`config.mk`:
```
export PLATFORM = sky130hd
export DESIGN_NAME = conv_window_scheduler
export DESIGN_NICKNAME = d
export VERILOG_FILES = /design/src/rtl/conv_window_scheduler.sv
export SDC_FILE = /design/constraint.sdc
export NUM_CORES = 1
export LEC_CHECK = 0
export ABC_AREA = 0
export CAP_MARGIN = 20
export CORE_MARGIN = 2
export CORE_UTILIZATION = 50
export CTS_BUF_LIST = sky130_fd_sc_hd__clkbuf_4 sky130_fd_sc_hd__clkbuf_8
export DETAILED_ROUTE_END_ITERATION = 16
export PLACE_DENSITY = 0.78
export SLEW_MARGIN = 10
export SYNTH_ARGS = -nofsm -noshare
export SYNTH_HDL_FRONTEND = slang
export SYNTH_SLANG_ARGS = --single-unit
```
`constraint.sdc`:
```
create_clock -name clk -period 1.9 [get_ports clk]
set_clock_uncertainty 0.2 [all_clocks]
set_input_delay 0.475 -clock clk [delete_from_list [all_inputs] [get_ports clk]]
set_output_delay 0.475 -clock clk [all_outputs]
set_load 0.005 [all_outputs]
```
`src/rtl/conv_window_scheduler.sv`:
```
// -----------------------------------------------------------------------------
// conv_window_scheduler
//
// Sequencer for the single-window KxK convolution datapath. It loads one IFM
// frame and one kernel from beat streams and generates buffer write strobes
// and addresses. It then hands the datapath one window base address per
// accepted handshake, in raster order. Once the datapath pipeline has drained
// it reports completion. All counters and state for the datapath live here.
//
// Ports:
//   clk, rst_n       clock, asynchronous active-low reset
//   in_valid         IFM pixel beat (contiguous within a frame)
//   weight_valid     kernel weight beat
//   ifm_wr_en/addr   IFM buffer write port (combinational)
//   w_wr_en/addr     weight buffer write port (combinational)
//   win_valid        window base valid, held until win_ready
//   win_ready        datapath accepts the presented window
//   win_base         row*IFM_W+col of the window's top-left pixel
//   last_win         marks the final window of the frame
//   busy             any state other than IDLE
//   done             one-cycle pulse when the frame is complete
//   err              one-cycle pulse when the loaded frame was malformed
// -----------------------------------------------------------------------------
module conv_window_scheduler #(
   parameter int IFM_W    = 7,
   parameter int K        = 3,
   parameter int ADDR_W   = 6,
   parameter int PIPE_LAT = 2
) (
   input  logic              clk,
   input  logic              rst_n,
   input  logic              in_valid,
   input  logic              weight_valid,
   output logic              ifm_wr_en,
   output logic [ADDR_W-1:0] ifm_wr_addr,
   output logic              w_wr_en,
   output logic [3:0]        w_wr_addr,
   output logic              win_valid,
   input  logic              win_ready,
   output logic [ADDR_W-1:0] win_base,
   output logic              last_win,
   output logic              busy,
   output logic              done,
   output logic              err
);

   localparam int NPIX     = IFM_W * IFM_W;
   localparam int NWGT     = K * K;
   localparam int LAST_POS = IFM_W - K;
   // icnt must be able to hold NPIX+1 (saturation value flags an over-long frame)
   localparam int CNT_W    = $clog2(NPIX + 2);
   localparam int POS_W    = (IFM_W > 2) ? $clog2(IFM_W) : 1;
   localparam int DCNT_W   = (PIPE_LAT > 0) ? $clog2(PIPE_LAT + 1) : 1;

   localparam logic [CNT_W-1:0]  NPIX_C     = CNT_W'(NPIX);
   localparam logic [3:0]        NWGT_C     = 4'(NWGT);
   localparam logic [POS_W-1:0]  LAST_POS_C = POS_W'(LAST_POS);
   localparam logic [DCNT_W-1:0] PIPE_LAT_C = DCNT_W'(PIPE_LAT);

   typedef enum logic [1:0] {IDLE, LOAD, ISSUE, DRAIN} state_t;

   state_t              state, state_n;
   logic [CNT_W-1:0]    icnt, icnt_n;
   logic [3:0]          wcnt, wcnt_n;
   logic [POS_W-1:0]    row, row_n, col, col_n;
   logic [DCNT_W-1:0]   dcnt, dcnt_n;
   logic                win_valid_n, last_win_n, busy_n, done_n, err_n;
   logic [ADDR_W-1:0]   win_base_n;
   logic                load_phase;

   // Streams are only accepted while loading; strobes in ISSUE/DRAIN are dropped.
   assign load_phase  = (state == IDLE) || (state == LOAD);
   assign ifm_wr_en   = rst_n && in_valid && load_phase && (icnt < NPIX_C);
   assign ifm_wr_addr = ADDR_W'(icnt);
   assign w_wr_en     = rst_n && weight_valid && load_phase && (wcnt < NWGT_C);
   assign w_wr_addr   = wcnt;

   always_comb begin
      state_n     = state;
      icnt_n      = icnt;
      wcnt_n      = wcnt;
      row_n       = row;
      col_n       = col;
      dcnt_n      = dcnt;
      win_valid_n = win_valid;
      win_base_n  = win_base;
      last_win_n  = last_win;
      done_n      = 1'b0;
      err_n       = 1'b0;

      if (w_wr_en)
         wcnt_n = wcnt + 4'd1;

      case (state)
         IDLE: begin
            if (in_valid) begin
               state_n = LOAD;
               icnt_n  = CNT_W'(1);
            end
         end
         LOAD: begin
            if (in_valid) begin
               if (icnt <= NPIX_C)
                  icnt_n = icnt + CNT_W'(1);
            end else if ((icnt == NPIX_C) && (wcnt == NWGT_C)) begin
               // First idle cycle after the frame is the decision point.
               state_n     = ISSUE;
               icnt_n      = '0;
               wcnt_n      = '0;
               row_n       = '0;
               col_n       = '0;
               win_valid_n = 1'b1;
               win_base_n  = '0;
               last_win_n  = (LAST_POS_C == '0);
            end else begin
               state_n = IDLE;
               icnt_n  = '0;
               wcnt_n  = '0;
               err_n   = 1'b1;
            end
         end
         ISSUE: begin
            if (win_valid && win_ready) begin
               if (last_win) begin
                  state_n     = DRAIN;
                  win_valid_n = 1'b0;
                  last_win_n  = 1'b0;
                  dcnt_n      = '0;
               end else begin
                  // Row wrap jumps from (r, IFM_W-K) to (r+1, 0): a step of K.
                  if (col == LAST_POS_C) begin
                     col_n      = '0;
                     row_n      = row + POS_W'(1);
                     win_base_n = win_base + ADDR_W'(K);
                  end else begin
                     col_n      = col + POS_W'(1);
                     win_base_n = win_base + ADDR_W'(1);
                  end
                  last_win_n = (row_n == LAST_POS_C) && (col_n == LAST_POS_C);
               end
            end
         end
         DRAIN: begin
            dcnt_n = dcnt + DCNT_W'(1);
            if (dcnt_n >= PIPE_LAT_C) begin
               state_n = IDLE;
               done_n  = 1'b1;
            end
         end
         default: state_n = IDLE;
      endcase

      busy_n = (state_n != IDLE);
   end

   always_ff @(posedge clk or negedge rst_n) begin
      if (!rst_n) begin
         state     <= IDLE;
         icnt      <= '0;
         wcnt      <= '0;
         row       <= '0;
         col       <= '0;
         dcnt      <= '0;
         win_valid <= 1'b0;
         win_base  <= '0;
         last_win  <= 1'b0;
         busy      <= 1'b0;
         done      <= 1'b0;
         err       <= 1'b0;
      end else begin
         state     <= state_n;
         icnt      <= icnt_n;
         wcnt      <= wcnt_n;
         row       <= row_n;
         col       <= col_n;
         dcnt      <= dcnt_n;
         win_valid <= win_valid_n;
         win_base  <= win_base_n;
         last_win  <= last_win_n;
         busy      <= busy_n;
         done      <= done_n;
         err       <= err_n;
      end
   end

endmodule
```
### Word-level counts from Yosys, hierarchy flattened

Cells that the tools add are included.
W data, S select, Z words.

| word-level totals | value |
|---|---|
| register bits after elaboration | 31 |
| input port bits | 5 |
| output and inout port bits | 23 |
| logic and storage cells | 112 |

| operators by class | value |
|---|---|
| add/sub/neg operators | 7 |
| $lt $le $gt $ge | 4 |
| eq/ne operators | 15 |
| muxes and demuxes | 54 |
| reductions and logical operators | 20 |

Operators with widths:

| cell | count |
|---|---|
| $mux W6 | 8 |
| $mux W3 | 14 |
| $pmux W6 S2 | 2 |
| $mux W2 | 8 |
| $mux W1 | 13 |
| $add A6 B1 Y6 const B | 2 |
| $mux W4 | 3 |
| $pmux W3 S2 | 2 |
| $ne A2 B2 Y1 const B | 5 |
| $reduce_and A5 Y1 | 2 |
| $eq A3 B3 Y1 const B | 3 |
| $logic_and A1 B1 Y1 | 9 |
| $pmux W2 S4 | 1 |
| $reduce_bool A2 Y1 | 4 |
| $add A3 B1 Y3 const B | 2 |
| $add A6 B2 Y6 const B | 1 |
| $eq A6 B6 Y1 const B | 1 |
| $le A6 B6 Y1 const B | 1 |
| $lt A6 B6 Y1 const B | 1 |
| $reduce_and A3 Y1 | 2 |
| $add A4 B1 Y4 const B | 1 |
| $eq A2 B2 Y1 const B | 2 |
| $eq A4 B4 Y1 const B | 1 |
| $lt A4 B4 Y1 const B | 1 |
| 10 further kinds | 11 |

### Depth between registers and ports, before layout

Gate-level depths: netlist (run 1).

| logic depth | value |
|---|---|
| word-level depth | 10 |
| gate-level depth with buffers | 9 |
| mapped depth without buffers | 9 |

### Worst setup path after synthesis (run 1)

OpenSTA, ideal clock, no wires.

| timing | value |
|---|---|
| path kind | register -> register |
| start | register col[0] |
| end | register win_base[2] |
| setup time | 0.077 ns |
| data arrival time | 1.671 ns |
| required time | 1.623 ns |
| path slack | -0.048 ns |
| cell stages (with the launch flop) | 9 |
| buffers on the path | 0 |
| clock period less this slack | 1.948 ns |
| path through | dfrtp_1 > inv_1 > ha_1 > nand2_1 > xnor2_1 > ha_1 > a31oi_1 > or4_1 > a21oi_1 |

| between the ends | value |
|---|---|
| longest elaborated chain between the ends | 5 |

RTL lines:

| item | line | RTL |
|---|---|---|
| start: declaration | 65 | `logic [POS_W-1:0] row, row_n, col, col_n;` |
| start signal: assignment | 175 | `col <= col_n;` |
| $eq A3 B3 Y1 | 131 | `if (col == LAST_POS_C) begin` |
| $mux W6 | 131 |  |
| $mux W6 | 124 | `if (last_win) begin` |
| $mux W6 | 123 | `if (win_valid && win_ready) begin` |
| $pmux W6 S2 | 94 | `case (state)` |
| end signal: assignment | 178 | `win_base <= win_base_n;` |
| end: declaration | 40 | `output logic [ADDR_W-1:0] win_base,` |

No other way between the ends. The select of a mux whose other input is x is not followed.
A chain may end at the register's enable or synchronous reset.

### Worst setup path after layout (run 1)

| timing | value |
|---|---|
| start | register icnt[1], in the netlist ifm_wr_addr[1] |
| end | output port ifm_wr_en |

| between the ends | value |
|---|---|
| longest elaborated chain between the ends | 2 |

RTL lines:

| item | line | RTL |
|---|---|---|
| start: declaration | 63 | `logic [CNT_W-1:0] icnt, icnt_n;` |
| start signal: assignment | 172 | `icnt <= icnt_n;` |
| $lt A6 B6 Y1 | 73 | `assign ifm_wr_en = rst_n && in_valid && load_phase && (icnt < NPIX_C);` |
| $logic_and A1 B1 Y1 | 73 |  |
| end: declaration | 34 | `output logic ifm_wr_en,` |

No other way between the ends.

==> results of run 1 <==
-- timing repair --
action                                  4_1_cts  5_1_grt
endpoints found under the setup margin       38       34
buffers inserted                             18        8
pin swaps                                    15       16
gates resized for setup                      55       53
gates cloned                                  0        0
-- stage by stage --
step                setup slack [ns]  TNS, ns  utilization  cells  hold slack, ns
global placement              -0.654    -7.24        0.707    297           0.309
floorplan                    0.00490        0            -    189         -0.0206
finish                        -0.383    -2.13        0.869    326           0.107
detailed placement            -0.650    -8.56        0.707    297           0.326
global route                  -0.452    -2.70        0.869    326           0.107
CTS                           -0.360    -1.44        0.808    323          0.0721
-- power by group through the flow --
stage               Clock (uW)  Sequential (uW)  Combinational [uW]
floorplan                    0              721                 101
global placement             0              704                 281
detailed placement           0              706                 293
CTS                        562              696                 367
global route               603              701                 438
finish                     580              698                 409
-- worst min path at each step --
stage / start / endpoint / slack (ns) / depth (start not counted)
after CTS: rst_n / ifm_wr_addr[0] / 0.07 / 2
after global placement: win_base[5] / win_base[5] / 0.31 / 1
after floorplan: rst_n / busy / -0.02 / 0
final: rst_n / ifm_wr_addr[0] / 0.11 / 2
after detailed placement: row[1] / row[1] / 0.33 / 1
after global routing: rst_n / ifm_wr_addr[5] / 0.11 / 2
-- worst reg2reg max path: stages (launching register included) --
cell      delay (ns)
dfrtp_1         0.42
inv_2           0.10
buf_6           0.11
ha_4            0.15
and4b_2         0.32
a21boi_4        0.09
or4_4           0.54
a21oi_2         0.13
-- cells by family (layout without fill, tap and decap cells) --
group                      after synthesis  after routing  share of synthesized area
AOI/OAI and AO/OA                       50             50                      0.188
xor gates and xnor gates                 5              5                     0.0242
adders and majority gates               10             10                     0.0692
buffers and inverters                   18            109                     0.0415
DFF                                     31             31                      0.429
muxes                                    5              5                     0.0291
and+or+nand+nor                         70             70                      0.219
-- cells in the final DEF, fill, tap and decap left out, types with 3 or more instances in the layout --
| cell | instances |
|---|---|
| dlygate4sd2_1 | 9 |
| clkdlybuf4s50_1 | 5 |
| nor2_1 | 17 |
| o21ai_0 | 10 |
| clkbuf_4 | 5 |
| xnor2_1 | 4 |
| dfrtp_1 | 29 |
| dlymetal6s2s_1 | 9 |
| ha_1 | 5 |
| nor3b_4 | 3 |
| buf_4 | 52 |
| o31ai_2 | 3 |
| a21oi_1 | 5 |
| inv_1 | 8 |
| ha_4 | 4 |
| a22o_1 | 4 |
| a21oi_2 | 8 |
| nand3_1 | 6 |
| nand2_1 | 10 |
| inv_2 | 4 |
| buf_6 | 9 |
| or3_4 | 3 |
| mux2i_1 | 3 |
| o21ai_2 | 3 |
-- per-layer routing --
metal  global-route usage  up-vias  part of all wire
met5                    0        -                 0
met4                0.178        0             0.046
met3               0.0827       32             0.068
met2                0.520       93              0.52
met1                0.340      982              0.37
li1                     -      865                 -
-- state kept, by name (all words and copies together), names as in the netlist, 2 cells and up --
name and cells:
row 3, win_base 6, ifm_wr_addr 6, state 2
dcnt 2, col 3, w_wr_addr 4
-- final cells by class --
class                           instances  share of cell area
Sequential cell                        31               0.262
Clock inverter                          2              0.0118
Tap cell                               46              0.0194
Clock buffer                            6              0.0173
Timing Repair Buffer                   88               0.255
Multi-Input combinational cell        140               0.417
Inverter                               13              0.0173
==> impl_metrics.toml, run 1 <==
[pwr]
clkPwrFrac = 0.344
p_int_uw = 1210
combPwrFrac = 0.242
power_density_nw_per_um2 = 568
pwr-share-seq = 0.414
p_sw_frac = 0.282
irDropWorstVdd_v = 0.000457
power_uw = 1690
power_switching_uw = 477
p_leak_uw = 0.00153

[layout]
area_growth_pct = 64.2
nFillCells = 162
regArea_um2 = 778
drive_above_1_share = 0.457
finalInstanceArea_um2 = 2970
layout.nets = 294
multi_input_area_um2 = 1240
antennaDiodeCount = 0

[synthesis]
ys_seq_area_frac = 0.429
yosys.cell_count.top_type = "dfrtp_1"
synthArstFlopShare = 1.00
synth_cell_types = 45
synthCells = 189
syn-cell-area_um2 = 1810
syn_nets = 204
synth_top_area_cell = "dfrtp_1"
synthFlopType = "dfrtp_1"
synth_edf_count = 0
syn_avg_cell_area_um2 = 9.57
synth.area.top_cells = "dfrtp_1 43%, ha_1 6.9%, o21ai_0 4.2%"
ys_seq_elements = 31
synth_common_cells = "31 x dfrtp_1, 18 x nor2_1, 15 x o21ai_0, 13 x inv_1, 12 x nand2_1"
synth_top_area_frac = 0.429
yosys_warnings = 0

[critical_path]
critPathKind = "register to output port"
reg2reg_depth = 7
cp.required_ns = 1.22
r2r_end = "win_base[2]"
worstPathCellList = "inv_2 > ha_4 > nor3b_4 > nor2_1 > nor4b_2 > buf_2"
crit_path_start = "ifm_wr_addr[1]"
path_depth = 6
startpoint_type = "register"
worstPathBufferInverterCount = 2
crit_path_max_fanout = 2
rr_startpoint = "ifm_wr_addr[1]"
endpoint = "ifm_wr_en"
rrSetupSlack_ns = -0.21
critPathTopFamily = "simple AND/OR/NAND/NOR gates"
slowest_delay_ns = 0.42
end_kind = "output port"
cp.arrival_ns = 1.61
slowest_stage = "dfrtp_1"

[sta]
rsz0062_at_grt = "true"
min_period_ns = 2.28
setup_violations = 14
relSlewSlack = 0.687
fmax_mhz = 438
hold_viol = 0
fin_crit_sh = 1.20
fin_ws_ns = -0.383
worstMarginPinSlew_ns = 0.468
finalMaxSlewViolations = 0

[clock_tree]
clockBufferDepth = 2
ctsHoldBuffers = 0
cts_sinks = 31
clkLatencyLatePin_ns = 0.37
cts_made_buffers = 5
htree_levels = 2
cts_tree = "done"
root_buffer = "clkbuf_4"
path_clk_slew_ns = 0.10

[global_routing]
antenna_found_initial = 0
globalRoute.totalOverflow = 0
grt_max_degree = 26
grt_pass1_wl_mm = 9.47
grt_pass1_vias = 2028
gr-usage-all-layers = 0.305

[placement]
port_buffers = 27
place_area_um2 = 2410
dpl.hpwl_mm = 3.48
routabilityCongestion = 0.845

[drt]
drt-initial-drc-count = 136
drc = 0
wl_mm = 6.50
vias = 1972
wl_per_cell_um = 19.9
drtPass1Iterations = 4
viasPerCell = 6.05
ant_nets = 0

[flow_run]
maxCapViolCount = 0

[floorplanning]
core_region_area_um2 = 3420
io_pins = 28
dieArea_um2 = 4110
initial_core_util = 0.529
die_h_um = 64.1
rows = 21
die_x_um = 64.1

[status]
status = "complete, but fails checks"
violations = "setup timing"

[min_path]
hold_path_class = "input pin to asynchronous set/reset pin"
Note: power is estimated with default switching activity, not from simulation.
==> inputs of run 2 (changes only) <==
Settings changed: SETUP_SLACK_MARGIN from default to 0.15.
==> run 2 against run 1 <==
  * The run still ends with setup timing left
  * Register-to-register slack got worse by 0.17 ns
  * Critical endpoint unchanged
  * Routed wire length rose by 37%
  * Design area rose by 8.3%
  * Cell count rose by 8.9%
  * First-iteration DRC count rose by 100%
  * Worst hold slack improved by 0.094 ns
  * Worst setup slack got worse by 0.072 ns
==> impl_metrics.toml, run 2 (synthesized netlist as in run 1, its figures left out) <==
[global_routing]
antenna_found_initial = 0
grt_max_degree = 26
grt_pass1_vias = 2076
globalRoute.totalOverflow = 0
grt_pass1_wl_mm = 10.1
gr-usage-all-layers = 0.324

[sta]
relSlewSlack = 0.619
hold_ws_ns = 0.201
fin_crit_sh = 1.24
rsz0062_at_grt = "true"
fin_ws_ns = -0.455
tns_ns = -6.70
finalMaxSlewViolations = 0
min_period_ns = 2.35
hold_viol = 0
fmax_mhz = 425
setup_violations = 26
worstMarginPinSlew_ns = 0.569

[clock_tree]
cts_sinks = 31
clkLatencyLatePin_ns = 0.36
cts_tree = "done"
path_clk_slew_ns = 0.11
clockBufferDepth = 2
cts_made_buffers = 5
root_buffer = "clkbuf_4"
htree_levels = 2

[layout]
final_common_cell = "buf_4"
regArea_um2 = 778
multi_input_area_um2 = 1240
area_growth_pct = 77.9
layout.nets = 324
nFillCells = 108
drive_above_1_share = 0.537
mostFrequentLayoutCells = "62 x buf_4, 34 x buf_6, 29 x dfrtp_1, 16 x nor2_1, 13 x dlygate4sd2_1"
antennaDiodeCount = 0
finalInstanceArea_um2 = 3220

[floorplanning]
die_h_um = 64.1
core_region_area_um2 = 3420
io_pins = 28
die_x_um = 64.1
rows = 21
dieArea_um2 = 4110
initial_core_util = 0.529

[placement]
place_area_um2 = 2500
place_ws_ns = -0.619
routabilityCongestion = 0.857
port_buffers = 27
dpl.hpwl_mm = 3.66

[drt]
drtPass1Iterations = 5
viasPerCell = 6.55
vias = 2325
wl_mm = 8.89
drt-initial-drc-count = 273
ant_nets = 0
drc = 0
wl_per_cell_um = 25.1

[critical_path]
critPathKind = "register to output port"
cp.arrival_ns = 1.68
cp.required_ns = 1.22
crit_path_max_fanout = 2
slowest_stage = "dfrtp_1"
worstPathCellList = "inv_2 > ha_4 > nor3b_4 > nor2_2 > nor4b_2 > buf_2"
slowest_delay_ns = 0.43
end_kind = "output port"
startpoint_type = "register"

[min_path]
hold_path_class = "input pin to asynchronous set/reset pin"

[status]
violations = "setup timing"
status = "complete, but fails checks"

[pwr]
power_uw = 1670
p_leak_uw = 0.00159
irDropWorstVdd_v = 0.000406
power_density_nw_per_um2 = 519

[flow_run]
maxCapViolCount = 0
[run 2: cell type report]
class,instances,share of cell area
repair buffers,118,0.321
multi-input cells,140,0.386
well taps,46,0.0179
flip-flops and latches,31,0.242
inverters,13,0.0152
clock buffers,6,0.0160
clock inverters,1,0.00156
[run 2: timing repair]
action | CTS | global route
pin swaps | 17 | 14
gates cloned | 1 | 0
buffers inserted | 27 | 20
gates resized for setup | 94 | 52
hold buffers | 0 | 0
endpoints found under the setup margin | 43 | 40
[run 2: path summary, 6_finish.rpt]
check                               start        endpoint  slack (ns)  cells past startpoint
max in group asynchronous           rst_n        state[1]        0.91                      2
min in group clk                  dcnt[1]         dcnt[1]        0.38                      1
setup / recovery           ifm_wr_addr[0]       ifm_wr_en       -0.45                      6
hold reg to reg                   dcnt[1]         dcnt[1]        0.38                      1
setup reg to reg           ifm_wr_addr[0]  ifm_wr_addr[0]       -0.38                     10
hold / removal                      rst_n  ifm_wr_addr[3]        0.20                      2
[run 2: per-layer routing]
metal / vias to the layer above / share of wire / track usage
li1: 922 / - / -
met2: 223 / 0.47 / 0.568
met4: 0 / 0.076 / 0.168
met3: 72 / 0.10 / 0.0775
met1: 1108 / 0.35 / 0.365
met5: - / 0 / 0
[run 2: critical path, delay by kind of cell, from the launching register on]
family	cells	cell delay, ns
simple gates	3	0.50
flops	1	0.43
buf+inv	2	0.26
fa+ha+maj	1	0.14
[run 2: power by group]
group	internal [uW]	switching [uW]	total, uW	leakage, uW
logic	290	249	539	0.00114
clock network	171	256	427	0.0000341
registers	681	22.2	703	0.000413
[run 2: stage by stage]
stage,util,instances
floorplan,-,189
global placement,0.731,300
detailed placement,0.731,300
CTS,0.848,335
global route,0.941,355
finish,0.941,355
